**config.mk**
```make
export PLATFORM = sky130hd
export DESIGN_NAME = sprite_fetch_flat
export DESIGN_NICKNAME = d
export VERILOG_FILES = /design/src/rtl/sprite_fetch_if.sv /design/src/rtl/sprite_fetch.sv /design/src/flat_wrapper.sv
export SDC_FILE = /design/constraint.sdc
export NUM_CORES = 1
export LEC_CHECK = 0
export ABC_AREA = 1
export BUFFER_PORTS_ARGS = -buffer_cell sky130_fd_sc_hd__buf_2
export CORE_UTILIZATION = 56
export CTS_BUF_LIST = sky130_fd_sc_hd__clkbuf_8 sky130_fd_sc_hd__clkbuf_16
export DETAILED_ROUTE_END_ITERATION = 10
export HOLD_SLACK_MARGIN = 0.15
export PLACE_DENSITY = 0.88
export SYNTH_ARGS = -nofsm -noshare
export SYNTH_HDL_FRONTEND = slang
export SYNTH_SLANG_ARGS = --single-unit
```
**constraint.sdc**
```tcl
create_clock -name i_clk -period 1.65 [get_ports i_clk]
set_input_delay 0.2475 -clock i_clk [delete_from_list [all_inputs] [get_ports i_clk]]
set_output_delay 0.2475 -clock i_clk [all_outputs]
set_load 0.01 [all_outputs]
```
**src/rtl/sprite_fetch_if.sv**
```systemverilog
`default_nettype none
// ============================================================================
// Module      : sprite_fetch_if
// Description : Signal bundle for sprite_fetch: control (start/id/busy/done),
//               sprite RAM read port and the outgoing pixel stream.
//               Directions are named from the fetch engine's point of view.
// Revision    : 1.0 - initial release
// ============================================================================
interface sprite_fetch_if #(
   parameter int ADDR_WIDTH = 14,
   parameter int DATA_WIDTH = 9,
   parameter int ID_WIDTH   = 5
);
   // control
   logic                  i_start;
   logic [ID_WIDTH-1:0]   i_sprite_id;
   logic                  o_busy;
   logic                  o_done;
   // sprite RAM read port
   logic [ADDR_WIDTH-1:0] o_mem_addr;
   logic                  o_mem_read;
   logic [DATA_WIDTH-1:0] i_mem_data;
   logic                  i_mem_ready;
   // pixel stream
   logic [DATA_WIDTH-1:0] o_pix_data;
   logic                  o_pix_valid;
   logic                  o_pix_last;
   logic                  i_pix_ready;

   // fetch engine side
   modport master (
      input  i_start, i_sprite_id, i_mem_data, i_mem_ready, i_pix_ready,
      output o_busy, o_done, o_mem_addr, o_mem_read,
             o_pix_data, o_pix_valid, o_pix_last
   );

   // environment side (pipeline + RAM)
   modport slave (
      output i_start, i_sprite_id, i_mem_data, i_mem_ready, i_pix_ready,
      input  o_busy, o_done, o_mem_addr, o_mem_read,
             o_pix_data, o_pix_valid, o_pix_last
   );
endinterface
`default_nettype wire

```
**src/rtl/sprite_fetch.sv**
```systemverilog
`default_nettype none
// ============================================================================
// Module      : sprite_fetch
// Description : Read-side initiator for the sprite RAM. Walks the PIXELS
//               addresses of one sprite (base = id*PIXELS, wrapping modulo
//               2^ADDR_WIDTH), issues one read strobe per pixel, captures the
//               colour word and forwards it on a valid/ready stream.
//               Optional macro SPRITE_FETCH_ABORT_EN adds i_abort, which
//               returns the engine to IDLE from any busy state without o_done.
// Revision    : 1.0 - initial release
// ============================================================================
module sprite_fetch #(
   parameter int ADDR_WIDTH = 14,
   parameter int DATA_WIDTH = 9,
   parameter int ID_WIDTH   = 5,
   parameter int PIXELS     = 400
) (
   input  wire logic      i_clk,
   input  wire logic      i_rst_n,
`ifdef SPRITE_FETCH_ABORT_EN
   input  wire logic      i_abort,
`endif
   sprite_fetch_if.master bus
);

   localparam int CNT_W = (PIXELS > 1) ? $clog2(PIXELS) : 1;
   localparam logic [CNT_W-1:0] LAST_IDX = CNT_W'(PIXELS - 1);

   typedef enum logic [2:0] {
      S_IDLE    = 3'd0,
      S_SETUP   = 3'd1,
      S_STROBE  = 3'd2,
      S_CAPTURE = 3'd3,
      S_PUSH    = 3'd4,
      S_DONE    = 3'd5
   } state_t;

   state_t                r_state;
   state_t                w_state_nxt;
   logic [ADDR_WIDTH-1:0] r_addr;
   logic [CNT_W-1:0]      r_count;
   logic [DATA_WIDTH-1:0] r_pix_data;
   logic [ID_WIDTH-1:0]   w_id;
   logic [ADDR_WIDTH-1:0] w_base;
   logic                  w_last;
   logic                  w_abort;

   // Base address is the sprite index times the sprite size; overflow past
   // the RAM size simply wraps, so truncation is the intended behaviour.
   assign w_id   = bus.i_sprite_id;
   assign w_base = ADDR_WIDTH'(32'(w_id) * 32'(PIXELS));
   assign w_last = (r_count == LAST_IDX);

`ifdef SPRITE_FETCH_ABORT_EN
   assign w_abort = i_abort;
`else
   assign w_abort = 1'b0;
`endif

   // State register
   always_ff @(posedge i_clk or negedge i_rst_n) begin
      if (!i_rst_n) begin
         r_state <= S_IDLE;
      end else begin
         r_state <= w_state_nxt;
      end
   end

   // Next-state logic; abort overrides everything, including a handshake
   always_comb begin
      w_state_nxt = r_state;
      case (r_state)
         S_IDLE:    if (bus.i_start) w_state_nxt = S_SETUP;
         S_SETUP:   w_state_nxt = S_STROBE;
         S_STROBE:  if (bus.i_mem_ready) w_state_nxt = S_CAPTURE;
         S_CAPTURE: w_state_nxt = S_PUSH;
         S_PUSH:    if (bus.i_pix_ready) w_state_nxt = w_last ? S_DONE : S_SETUP;
         S_DONE:    w_state_nxt = S_IDLE;
         default:   w_state_nxt = S_IDLE;
      endcase
      if (w_abort && (r_state != S_IDLE)) begin
         w_state_nxt = S_IDLE;
      end
   end

   // Address/counter/data path; qualifying on the next state keeps the
   // counter untouched when an abort wins over a handshake
   always_ff @(posedge i_clk or negedge i_rst_n) begin
      if (!i_rst_n) begin
         r_addr     <= '0;
         r_count    <= '0;
         r_pix_data <= '0;
      end else begin
         if ((r_state == S_IDLE) && (w_state_nxt == S_SETUP)) begin
            r_addr  <= w_base;
            r_count <= '0;
         end else if ((r_state == S_PUSH) && (w_state_nxt == S_SETUP)) begin
            r_addr  <= r_addr + 1'b1;
            r_count <= r_count + 1'b1;
         end
         if (r_state == S_CAPTURE) begin
            r_pix_data <= bus.i_mem_data;
         end
      end
   end

   // Outputs decode directly from registered state so reset clears them at once
   assign bus.o_busy      = (r_state != S_IDLE);
   assign bus.o_done      = (r_state == S_DONE);
   assign bus.o_mem_read  = (r_state == S_STROBE);
   assign bus.o_mem_addr  = r_addr;
   assign bus.o_pix_data  = r_pix_data;
   assign bus.o_pix_valid = (r_state == S_PUSH);
   assign bus.o_pix_last  = (r_state == S_PUSH) && w_last;

endmodule
`default_nettype wire

```
**src/flat_wrapper.sv**
```systemverilog
// flat-port wrapper written by rule: the top's interface ports become plain ports
module sprite_fetch_flat 
#(
   parameter int ADDR_WIDTH = 14,
   parameter int DATA_WIDTH = 9,
   parameter int ID_WIDTH   = 5,
   parameter int PIXELS     = 400
)
  (i_clk, i_rst_n, bus_i_start, bus_i_sprite_id, bus_i_mem_data, bus_i_mem_ready, bus_i_pix_ready, bus_o_busy, bus_o_done, bus_o_mem_addr, bus_o_mem_read, bus_o_pix_data, bus_o_pix_valid, bus_o_pix_last);
  sprite_fetch_if #(.ADDR_WIDTH(ADDR_WIDTH), .DATA_WIDTH(DATA_WIDTH), .ID_WIDTH(ID_WIDTH)) bus_i ();
  input  wire logic i_clk;
  input  wire logic i_rst_n;
  input wire logic [$bits(bus_i.i_start)-1:0] bus_i_start;
  input wire logic [$bits(bus_i.i_sprite_id)-1:0] bus_i_sprite_id;
  input wire logic [$bits(bus_i.i_mem_data)-1:0] bus_i_mem_data;
  input wire logic [$bits(bus_i.i_mem_ready)-1:0] bus_i_mem_ready;
  input wire logic [$bits(bus_i.i_pix_ready)-1:0] bus_i_pix_ready;
  output wire logic [$bits(bus_i.o_busy)-1:0] bus_o_busy;
  output wire logic [$bits(bus_i.o_done)-1:0] bus_o_done;
  output wire logic [$bits(bus_i.o_mem_addr)-1:0] bus_o_mem_addr;
  output wire logic [$bits(bus_i.o_mem_read)-1:0] bus_o_mem_read;
  output wire logic [$bits(bus_i.o_pix_data)-1:0] bus_o_pix_data;
  output wire logic [$bits(bus_i.o_pix_valid)-1:0] bus_o_pix_valid;
  output wire logic [$bits(bus_i.o_pix_last)-1:0] bus_o_pix_last;
  assign bus_i.i_start = bus_i_start;
  assign bus_i.i_sprite_id = bus_i_sprite_id;
  assign bus_i.i_mem_data = bus_i_mem_data;
  assign bus_i.i_mem_ready = bus_i_mem_ready;
  assign bus_i.i_pix_ready = bus_i_pix_ready;
  assign bus_o_busy = bus_i.o_busy;
  assign bus_o_done = bus_i.o_done;
  assign bus_o_mem_addr = bus_i.o_mem_addr;
  assign bus_o_mem_read = bus_i.o_mem_read;
  assign bus_o_pix_data = bus_i.o_pix_data;
  assign bus_o_pix_valid = bus_i.o_pix_valid;
  assign bus_o_pix_last = bus_i.o_pix_last;
  sprite_fetch #(.ADDR_WIDTH(ADDR_WIDTH), .DATA_WIDTH(DATA_WIDTH), .ID_WIDTH(ID_WIDTH), .PIXELS(PIXELS)) u_core (.i_clk(i_clk), .i_rst_n(i_rst_n), .bus(bus_i));
endmodule
```
Yosys cells after proc, flatten, opt, wreduce, memory -nomap -nowiden
Cells that the tools add are included.
Storage, ports and cells
  word-level logic and storage cells: 29
  bits in registers: 35
  output and inout bits: 28
  bits of input ports: 19
Operators by class
  reductions and logical operators: 6
  equality and inequality tests: 7
  mux-type cells: 9
  $add $sub $neg: 2
  multiply operators: 1
Operators with widths (count)
  2-to-1 mux 14 bit: 2
  2-to-1 mux 9 bit: 2
  one-hot mux 3 bit (5 select lines): 1
  adder 14 x 1 -> 14 bit (second input constant): 1
  2-to-1 mux 3 bit: 4
  multiplier 5 x 5 -> 10 bit (second input constant): 1
  adder 9 x 1 -> 9 bit (second input constant): 1
  == test 9 bit (second input constant): 1
  == test 3 x 1 -> 1 bit (second input constant): 2
  == test 3 x 2 -> 1 bit (second input constant): 2
  == test 3 bit (second input constant): 2
  logical AND 1 bit: 3
  zero test 3 bit: 1
  nonzero test 3 bit: 1
  nonzero test 2 bit: 1

Depth between registers and ports, before layout
Gate-level depths: netlist (run 1).
  word-level depth: 8
  depth in mapped cells: 14
  depth with buffers taken out: 14

Worst setup path after synthesis (run 1)
OpenSTA, ideal clock, no wires.
  kind: input to register
  from: in bus_i_sprite_id[3]
  to: reg u_core.r_addr[12], in the netlist u_core.bus.o_mem_addr[12]
  setup time: 0.065 ns
  data required time: 1.585 ns
  buffers on the path: 0
  stages: 12
  setup slack: -0.438 ns
  data arrival time: 2.023 ns
  path through: inv_1 > ha_1 > inv_1 > ha_1 > ha_1 > ha_1 > inv_1 > o21bai_1 > or2_2 > nand3_1 > nand3_1 > nand2_1
On the way
  cells in the longest elaborated chain, start to end: 2
RTL lines
  start, declared: line flat_wrapper.sv:14  | input wire logic [$bits(bus_i.i_sprite_id)-1:0] bus_i_sprite_id;
  multiplier 5 x 5 -> 10 bit: line sprite_fetch.sv:51  | assign w_base = ADDR_WIDTH'(32'(w_id) * 32'(PIXELS));
  2-to-1 mux 14 bit: line sprite_fetch.sv:94  | if ((r_state == S_IDLE) && (w_state_nxt == S_SETUP)) begin
  end signal, assigned: line sprite_fetch.sv:95  | r_addr <= w_base;
  end signal, assigned: line sprite_fetch.sv:98  | r_addr <= r_addr + 1'b1;
  end, declared: line sprite_fetch.sv:40  | logic [ADDR_WIDTH-1:0] r_addr;
No other way between the ends.
A chain may end at the register's enable or synchronous reset.

Worst setup path after layout (run 1)
Same ends and word-level chain as after synthesis.

==> flow_summary_export.csv, run 1 <==
group,metric,value,unit
pwr,portion_of_total_power_attributed_to_sequential_cells,33.9,%
detailed_routing,drt_wl_total,6897,um
sta,final.period_utilization,103.8,%
floorplanning,die_width,67.79,um
sta,setup_total_negative_slack,-0.08467,ns
pwr,clock_power_share,13.0,%
finish,area_delta_synth_final,32.89,%
finish,design.final.nets,417,
logic_synthesis,synth.yosys.seq_area_share,36.14,%
pwr,p_total,4914,uW
logic_synthesis,synth.cell_area,2424,um^2
setup_path,critical_path.startpoint,"bus_i_sprite_id[3]",
cts,clockRootBuffer,"clkbuf_8",
floorplanning,initial_core_utilization,59.31,%
pwr,power.leakage,0.001584,uW
detailed_routing,routedWlPerCell,16.04,um
placed_design,io_buffers,46,
pwr,power_switching,2271,uW
cts,tritoncts_num_sinks,35,
logic_synthesis,synth_cells,311,
logic_synthesis,synth_nets,349,
pwr,sw_frac_of_total,46.22,%
pwr,power.internal,2643,uW
floorplanning,dieArea,4595,um^2
cts,cts_tree,"done",
global_routing,grt_pass1_wl,9791,um
placed_design,dp.cells,418,
pwr,pwr_density_cell,1526,nW/um^2
detailed_routing,detail-route-antenna-nets,0,
cts,cts-root-to-sink-buffers,2,
logic_synthesis,post_synth.cell_area_avg,7.793,um^2
run,drv_cap,0,
finish,drive_above_1_share,35.00,%
pwr,vdd_ir_drop_max,0.001312,V
detailed_routing,num_vias,2538,
sta,max_freq,583.6,MHz
placed_design,pre_cts_setup_slack,-0.4293,ns
sta,tightestPinTransition,0.4849,ns
setup_path,timing.critical_path.to_type,"register",
sta,period_minus_slack,1.714,ns
sta,unrepaired_setup_endpoints_after_global_routing,"true",
setup_path,r2r_end,"u_core.bus.o_mem_addr[8]",
global_routing,overflow,0,
global_routing,grt_pass1_vias,2148,
cts,clock_latency_on_the_worst_skew_pair,0.30,ns
detailed_routing,via_per_inst,5.902,
pwr,pwr-share-comb,53.2,%
cts,clock_tree.htree_level_count,2,
setup_path,required,1.85,ns
run_status,status,"finished, violations left",
setup_path,timing.reg2reg.setup_slack,0,ns
sta,final-setup-viol-count,2,
setup_path,setup.worst_path.start_class,"primary input",
setup_path,ff2ff_path_depth,8,
floorplanning,floorplan.rows,23,
logic_synthesis,synth-edff-count,0,
placed_design,detailedPlacementHpwl,4295,um
sta,whs,0.1471,ns
floorplanning,floorplan.die.height,67.79,um
logic_synthesis,yosys_warnings,0,
setup_path,critPathCapture,"u_core.bus.o_mem_addr[12]",
floorplanning,design.core.area,4086,um^2
setup_path,critical_path.max_fanout,3,
sta,timing.final.ws_setup,-0.06350,ns
detailed_routing,drt-pass1-iter-count,6,
setup_path,critical_path_class,"primary input to register",
setup_path,reg2reg_from,"u_core.bus.o_mem_addr[0]",
logic_synthesis,synth_ff_type,"dfrtp_1",
logic_synthesis,synth_cell_types,30,
run_status,violations,"negative setup slack",
detailed_routing,first_iter_violations,405,
sta,hold_violation_count_in_the_final_report,0,
sta,timing_max_transition_violations_final,0,
global_routing,pin_count_of_the_biggest_net_entering_global_routing,36,
global_routing,grt_usage,28.87,%
detailed_routing,drc,0,
logic_synthesis,ys_async_sr_fraction,100.0,%
placed_design,routabilityCongestion,0.8873,
cts,cts_buffers,5,
setup_path,cp.arrival,1.91,ns
global_routing,antenna_found_initial,0,
sta,fin_worst_skew,0.008384,ns
finish,insertedDiodeCount,0,
floorplanning,pin_count,47,
logic_synthesis,ys_ff_latch,35,
hold_path,hold_class,"primary input to register",
finish,layoutNonFillerInstCount,430,
cts,clk_pin_slew,0.08,ns
sta,worst_slew_margin_relative_to_its_limit,67.55,%
[metal layers]
layer  track usage [%]  wire, um  vias up  share of wire [%]
met4             11.20       310        0                4.5
met2             47.77      3310      173                 48
met3             5.405       566       48                8.2
met5                 0         0        -                  0
met1             36.97      2709     1172                 39
li1                  -         -     1145                  -
[cell usage in the layout, fill, tap and decap left out, types with 2 or more instances in the layout]
cell,count
clkbuf_8,5
nor3_1,3
nand3_1,40
nand2_1,94
nand2_2,4
nand4_1,4
inv_4,2
xor2_1,7
buf_2,41
a21oi_1,2
nand3_2,4
nand2_4,2
o21ai_1,6
buf_6,4
mux2_2,9
dfrtp_1,34
clkinvlp_4,2
buf_4,18
nand3_4,2
ha_4,13
inv_2,4
inv_1,24
nor2_2,3
a21o_1,2
o21ai_2,6
ha_1,4
nor2_1,22
[worst min path at each step]
stage / start / end / slack [ns] / cells past startpoint
3_3_place_gp: i_rst_n / u_core.bus.o_mem_addr[4] / 0.31 / 2
6_report: bus_i_mem_ready / u_core.r_state[0] / 0.15 / 3
4_1_cts: bus_i_mem_ready / u_core.r_state[0] / 0.15 / 3
3_5_place_dp: i_rst_n / u_core.bus.o_mem_addr[5] / 0.31 / 2
2_1_floorplan: i_rst_n / u_core.bus.o_mem_addr[0] / -0.05 / 0
5_1_grt: bus_i_mem_ready / u_core.r_state[0] / 0.16 / 3
[registers in the layout, summed over array words and instances (netlist names)]
register	cells
u_core.bus.o_pix_data	9
u_core.bus.o_mem_addr	14
u_core.r_state	3
u_core.r_count	9
[cells in the mapped netlist (2+ instances only)]
cell type | count | area (um^2)
o21ai_0 | 2 | 10.01
mux2_2 | 9 | 101.4
nand3_4 | 2 | 35.03
inv_1 | 28 | 105.1
dfrtp_1 | 35 | 875.8
inv_4 | 2 | 12.51
xor2_1 | 8 | 70.07
o21ai_2 | 5 | 43.79
a21o_1 | 2 | 15.01
nand3_1 | 44 | 220.2
ha_1 | 18 | 225.2
o21ai_1 | 6 | 30.03
nor2_1 | 25 | 93.84
nand4_1 | 4 | 25.02
nand2_2 | 4 | 25.02
nor3_1 | 4 | 20.02
a21oi_1 | 2 | 10.01
nand2_1 | 96 | 360.4
buf_6 | 4 | 45.04
[power groups by stage]
stage | logic (uW) | clock network (uW) | registers, uW
floorplan | 1500 | 0 | 1700
global placement | 2250 | 0 | 1600
detailed placement | 2340 | 0 | 1630
CTS | 2400 | 637 | 1620
global route | 2850 | 676 | 1710
finish | 2610 | 638 | 1660
[final cells by class]
cell class	count	area, um^2
multi-input combinational	238	1607
sequential	35	877.1
fill	259	865.8
timing repair buffer	67	455.4
inverter	32	130.1
clock buffer	5	68.82
tap	50	62.56
clock inverter	3	20.02
[kinds of logic after synthesis]
family                     after synthesis  share of synthesized area, %
adders and majority gates               19                         10.12
buffers and inverters                   38                         7.485
muxes                                    9                         4.182
AOI/OAI and AO/OA                       18                         4.801
xor gates and xnor gates                 9                         3.253
and+or+nand+nor                        183                         34.02
DFF                                     35                         36.14
[per-stage QoR]
| step | cell area, um^2 | utilization, % |
|---|---|---|
| after floorplan | 2536 | - |
| after global placement | 2913 | 71.28 |
| after detailed placement | 2913 | 71.28 |
| after CTS | 3107 | 76.03 |
| after global routing | 3221 | 78.81 |
| final | 3221 | 78.81 |
[critical path, stage by stage]
cell and delay [ns]:
buf_8 0.09, inv_4 0.04, ha_4 0.25, inv_2 0.04
ha_4 0.26, ha_4 0.19, ha_4 0.29, inv_2 0.05
o21bai_4 0.14, or2_4 0.14, nand3_2 0.06, nand3_2 0.06
nand2_1 0.05
[repair_timing]
| item | 4_1_cts | 5_1_grt |
|---|---|---|
| gates resized for setup | 16 | 19 |
| buffers inserted | 1 | 1 |
| pin swaps | 15 | 13 |
| hold buffers | 1 | 0 |
| endpoints found under the setup margin | 3 | 24 |
| cloned | 0 | 1 |
| hold endpoints to repair | 35 | 0 |
Power figures use the tool's default switching activity.
==> run 2, diff against run 1 <==
- CELL_PAD_IN_SITES_DETAIL_PLACEMENT: unset -> 1
- CELL_PAD_IN_SITES_GLOBAL_PLACEMENT: unset -> 2
- CORE_UTILIZATION: 56 -> 32
- PLACE_DENSITY: 0.88 -> 0.87
- SETUP_SLACK_MARGIN: unset -> 0.2
==> flow_summary_export.csv, run 2 (synthesis gave the netlist of run 1 again) <==
group,metric,value,unit
setup_path,crit_slowest_cell,"ha_4",
global_routing,antenna_found_initial,0,
detailed_routing,drt-pass1-iter-count,4,
run_status,status,"finished, violations left",
setup_path,critical_path.startpoint,"bus_i_sprite_id[3]",
detailed_routing,drt_wl_total,9060,um
setup_path,crit_path_max_incr_delay,0.28,ns
global_routing,grt_usage,23.63,%
finish,seqCellArea,879.6,um^2
sta,timing.final.ws_setup,-0.06007,ns
hold_path,timing.hold.worst.start,"bus_i_mem_data[0]",
cts,cts_tree,"done",
cts,tritoncts_num_sinks,35,
pwr,power.leakage,0.001880,uW
detailed_routing,num_vias,2573,
cts,cts-root-to-sink-buffers,2,
cts,clockRootBuffer,"clkbuf_8",
pwr,pwr_density_cell,1662,nW/um^2
run,drv_cap,0,
finish,drive_above_1_share,49.76,%
detailed_routing,detail-route-antenna-nets,0,
finish,layout.cells.most_common_list,"71 x nand2_1, 41 x buf_2, 36 x nand3_1, 33 x buf_4, 32 x dfrtp_1",
placed_design,routabilityCongestion,0.7815,
finish,largest_register_ffs,14,
finish,insertedDiodeCount,0,
sta,final-setup-viol-count,14,
setup_path,required,1.85,ns
sta,worst_slew_margin_relative_to_its_limit,68.87,%
placed_design,detailedPlacementHpwl,5171,um
floorplanning,design.core.area,7292,um^2
floorplanning,pin_count,47,
sta,unrepaired_setup_endpoints_after_global_routing,"true",
placed_design,dp.cells,469,
global_routing,grt_pass1_vias,2636,
cts,clock_latency_on_the_worst_skew_pair,0.30,ns
sta,whs,0.1718,ns
floorplanning,die_width,89.03,um
setup_path,cp.arrival,1.91,ns
setup_path,critical_path.max_fanout,3,
finish,most_common_cell_after_layout_fill_and_taps_aside,"nand2_1",
setup_path,setup.worst_path.start_class,"primary input",
finish,area_delta_synth_final,61.90,%
setup_path,path_cells,"buf_12, inv_8, ha_4, inv_2, ha_4, ha_4, ha_4, nand2_2, nor2_1, nand2_1, nand3_1, nand3_1, nand3_1, nand2_1",
placed_design,io_buffers,46,
setup_path,worst_path_dominant_cell_family,"adder cells",
floorplanning,initial_core_utilization,33.24,%
setup_path,worstPathBufferInverterCount,3,
setup_path,crit_top_cell,"ha_4",
finish,design.final.nets,449,
finish,fillers,864,
sta,timing_max_transition_violations_final,0,
detailed_routing,first_iter_violations,137,
sta,period_minus_slack,1.710,ns
sta,final.period_utilization,103.6,%
global_routing,grt_pass1_wl,13870,um
setup_path,timing.reg2reg.setup_slack,-0.05,ns
sta,hold_violation_count_in_the_final_report,0,
setup_path,timing.critical_path.to_type,"register",
floorplanning,floorplan.die.height,89.03,um
global_routing,pin_count_of_the_biggest_net_entering_global_routing,23,
run_status,violations,"negative setup slack",
floorplanning,dieArea,7925,um^2
setup_path,critical_path_class,"primary input to register",
sta,setup_total_negative_slack,-0.4233,ns
detailed_routing,via_per_inst,5.035,
pwr,vdd_ir_drop_max,0.0006346,V
cts,clock_tree.htree_level_count,2,
finish,layoutNonFillerInstCount,511,
finish,multiInputGateArea,1828,um^2
cts,cts_buffers,5,
hold_path,hold_class,"primary input to register",
global_routing,overflow,0,
sta,max_freq,584.8,MHz
sta,tightestPinTransition,0.4652,ns
finish,utilization,53.81,%
sta,fin_worst_skew,0.009162,ns
floorplanning,floorplan.rows,31,
cts,clk_pin_slew,0.08,ns
setup_path,reg2reg_from,"u_core.r_count[1]",
detailed_routing,routedWlPerCell,17.73,um
detailed_routing,drc,0,
run 2: cell count changes in the layout (fill, tap and decap cells not counted), sizes merged:
cell,previous run,this run
clkinvlp,2,0
inv,31,33
bufinv,0,1
buf,65,95
clkbuf,6,5
clkinv,2,4
run 2: cell type report:
type / count / area share, %
repair buffers: 96 / 20.15
clock inverters: 3 / 1.116
inverters: 32 / 3.827
repair inverters: 3 / 0.9885
multi-input cells: 238 / 46.59
well taps: 99 / 3.157
clock buffers: 5 / 1.754
flip-flops and latches: 35 / 22.42
run 2: per-stage QoR:
stage / power [uW] / setup slack (ns) / instance area [um^2]
floorplan: 3208 / -0.1904 / 2552
finish: 6520 / -0.06007 / 3924
global placement: 3991 / -0.4106 / 3018
detailed placement: 4102 / -0.5161 / 3018
CTS: 6021 / -0.06021 / 3722
global route: 6918 / -0.1193 / 3924
run 2: worst register-to-register path, cell delays in order (launching register included):
cell and delay, ns:
dfrtp_1 0.45, ha_4 0.20, nand3_4 0.10, nor2_4 0.05
nand2_2 0.08, nand2_4 0.07, nor2_8 0.20, buf_6 0.13
buf_12 0.14, inv_16 0.06, nand2_2 0.06, nand2_1 0.06
run 2: repair_timing:
| action | CTS | global route |
|---|---|---|
| pin swaps | 29 | 14 |
| resized for setup | 76 | 39 |
| hold buffers | 1 | 0 |
| cloned | 6 | 0 |
| setup endpoints to repair | 27 | 27 |
| hold endpoints to repair | 13 | 0 |
| buffers inserted | 22 | 5 |
run 2: report_power, final:
part	leakage [uW]	internal, uW	switching (uW)	total, uW
logic	0.00138	1870	2130	4000
clock network	0.0000581	450	364	814
registers	0.000441	1230	478	1700
run 2: layer usage:
metal | vias to the layer above | GRT usage, % | wire length, um
li1 | 1211 | - | -
met2 | 64 | 41.33 | 4686
met5 | - | 0 | 0
met3 | 20 | 3.878 | 269
met1 | 1278 | 29.74 | 3907
met4 | 0 | 7.792 | 197
run 2: path summary, 6_finish.rpt:
kind / to / depth (start not counted)
hold reg to reg: u_core.bus.o_pix_data[6] / 1
setup / recovery: u_core.bus.o_mem_addr[13] / 14
max in group asynchronous: u_core.r_state[0] / 3
setup reg to reg: u_core.bus.o_mem_addr[10] / 11
hold / removal: u_core.bus.o_pix_data[0] / 2
min in group asynchronous: u_core.bus.o_pix_data[8] / 2
==> run 3, diff against run 2 <==
==> constraint.sdc (replaced) <==
create_clock -name i_clk -period 1.65 [get_ports i_clk]
set_input_delay 0.0825 -clock i_clk [delete_from_list [all_inputs] [get_ports i_clk]]
set_output_delay 0.0825 -clock i_clk [all_outputs]
set_load 0.01 [all_outputs]
==> flow_summary_export.csv, run 3 (synthesis gave the netlist of run 1 again) <==
group,metric,value,unit
run_status,status,"finished clean",
setup_path,setup.worst_path.start_class,"primary input",
setup_path,path_cells,"buf_8, inv_4, ha_4, inv_2, ha_4, ha_4, ha_4, inv_2, o21bai_1, or2_4, nand3_2, nand3_2, nand2_1",
sta,max_freq,642.6,MHz
finish,layout.cells.most_common_list,"89 x nand2_1, 43 x buf_2, 35 x nand3_1, 33 x dfrtp_1, 28 x buf_4",
floorplanning,design.core.area,7292,um^2
setup_path,crit_path_max_incr_delay,0.29,ns
cts,clock_tree.htree_level_count,2,
detailed_routing,routedWlPerCell,14.94,um
sta,final.period_utilization,94.31,%
setup_path,critical_path.max_fanout,3,
detailed_routing,first_iter_violations,57,
cts,tritoncts_num_sinks,35,
global_routing,grt_usage,20.02,%
pwr,vdd_ir_drop_max,0.0006832,V
pwr,power.leakage,0.001763,uW
placed_design,routabilityCongestion,0.7444,
floorplanning,pin_count,47,
sta,hold_violation_count_in_the_final_report,0,
detailed_routing,drt_wl_total,7546,um
run,drv_cap,0,
placed_design,detailedPlacementHpwl,5051,um
setup_path,cp.arrival,1.75,ns
sta,final-setup-viol-count,0,
cts,clk_pin_slew,0.08,ns
floorplanning,dieArea,7925,um^2
global_routing,antenna_found_initial,0,
global_routing,pin_count_of_the_biggest_net_entering_global_routing,36,
finish,design.final.nets,443,
setup_path,required,1.85,ns
setup_path,crit_top_cell,"ha_4",
hold_path,timing.hold.worst.start,"bus_i_sprite_id[1]",
setup_path,critical_path.startpoint,"bus_i_sprite_id[3]",
global_routing,overflow,0,
floorplanning,die_width,89.03,um
finish,fillers,906,
hold_path,hold_class,"primary input to register",
floorplanning,floorplan.rows,31,
detailed_routing,detail-route-antenna-nets,0,
finish,insertedDiodeCount,0,
detailed_routing,drc,0,
floorplanning,floorplan.die.height,89.03,um
sta,timing.final.ws_setup,0.09382,ns
cts,clockRootBuffer,"clkbuf_8",
sta,fin_worst_skew,0.003485,ns
setup_path,reg2reg_from,"u_core.r_state[0]",
sta,timing_max_transition_violations_final,0,
sta,tightestPinTransition,0.4108,ns
setup_path,crit_slowest_cell,"ha_4",
detailed_routing,num_vias,2441,
sta,period_minus_slack,1.556,ns
finish,area_delta_synth_final,50.03,%
pwr,p_total,5468,uW
global_routing,grt_pass1_wl,12140,um
sta,worst_slew_margin_relative_to_its_limit,72.52,%
finish,drive_above_1_share,40.39,%
detailed_routing,drt-pass1-iter-count,4,
setup_path,critical_path_class,"primary input to register",
cts,cts_tree,"done",
cts,clock_latency_on_the_worst_skew_pair,0.30,ns
finish,final_cell_area,3636,um^2
cts,cts-root-to-sink-buffers,2,
pwr,pwr_density_cell,1504,nW/um^2
placed_design,pre_cts_setup_slack,-0.2549,ns
sta,unrepaired_setup_endpoints_after_global_routing,"true",
cts,cts_buffers,5,
placed_design,io_buffers,46,
finish,largest_register_ffs,14,
setup_path,timing.critical_path.to_type,"register",
detailed_routing,via_per_inst,4.834,
placed_design,dpl-instance-area,3005,um^2
global_routing,grt_pass1_vias,2499,
sta,setup_total_negative_slack,0,ns
floorplanning,initial_core_utilization,33.24,%
finish,most_common_cell_after_layout_fill_and_taps_aside,"nand2_1",
==> run 3: final timing paths <==
path,slack [ns],endpoint,cells past startpoint
max,0.09,u_core.bus.o_mem_addr[12],13
min,0.21,u_core.bus.o_mem_addr[5],6
max reg2reg,0.10,u_core.bus.o_mem_addr[2],8
min reg2reg,0.51,u_core.bus.o_pix_data[3],1
max in group asynchronous,1.15,u_core.r_state[0],3
min in group asynchronous,0.31,u_core.bus.o_pix_data[4],3
==> run 3: critical path, delay by kind of cell <==
| kind | cells | cell delay, ns |
|---|---|---|
| buffers and inverters | 4 | 0.21 |
| AND/OR/NAND/NOR | 4 | 0.31 |
| AO/OA/AOI/OAI | 1 | 0.16 |
| adder cells (fa/ha/maj) | 4 | 1.01 |
==> run 3: repair_timing <==
| action | in CTS | in global routing |
|---|---|---|
| setup buffers | 4 | 11 |
| endpoints found under the setup margin | 24 | 24 |
| resized for setup | 24 | 31 |
| pin swaps | 13 | 22 |
| hold endpoints to repair | 45 | 0 |
| hold buffers | 11 | 0 |
| cloned | 0 | 1 |
==> run 3: per-layer routing <==
metal / share of wire, % / vias up / global-route usage (%)
met5: 0 / - / 0
met4: 1.6 / 0 / 5.916
met3: 2.5 / 11 / 2.862
met2: 51 / 35 / 34.27
met1: 45 / 1204 / 26.33
li1: - / 1191 / -
==> run 3: layout make-up <==
cell class	count	area, um^2	area share (%)
Clock buffer	5	68.82	1.893
Clock inverter	3	43.79	1.204
Inverter	32	133.9	3.682
Multi-Input combinational cell	238	1672	45.97
Sequential cell	35	878.3	24.16
Tap cell	99	123.9	3.407
Timing Repair Buffer	93	715.7	19.68
==> run 3: metrics by stage <==
| stage | hold WS (ns) | std cells | util (%) |
|---|---|---|---|
| after floorplan | -0.2131 | 311 | - |
| after global placement | 0.06465 | 470 | 41.21 |
| after detailed placement | 0.06832 | 470 | 41.21 |
| after CTS | 0.2086 | 493 | 46.77 |
| after global routing | 0.2233 | 505 | 49.86 |
| final | 0.2141 | 505 | 49.86 |
==> run 3: where the power goes <==
group          leakage (uW)  switching [uW]  internal, uW
clock             0.0000581             383           451
sequential         0.000442             401          1230
combinational       0.00126            1620          1380
total               0.00176            2410          3060
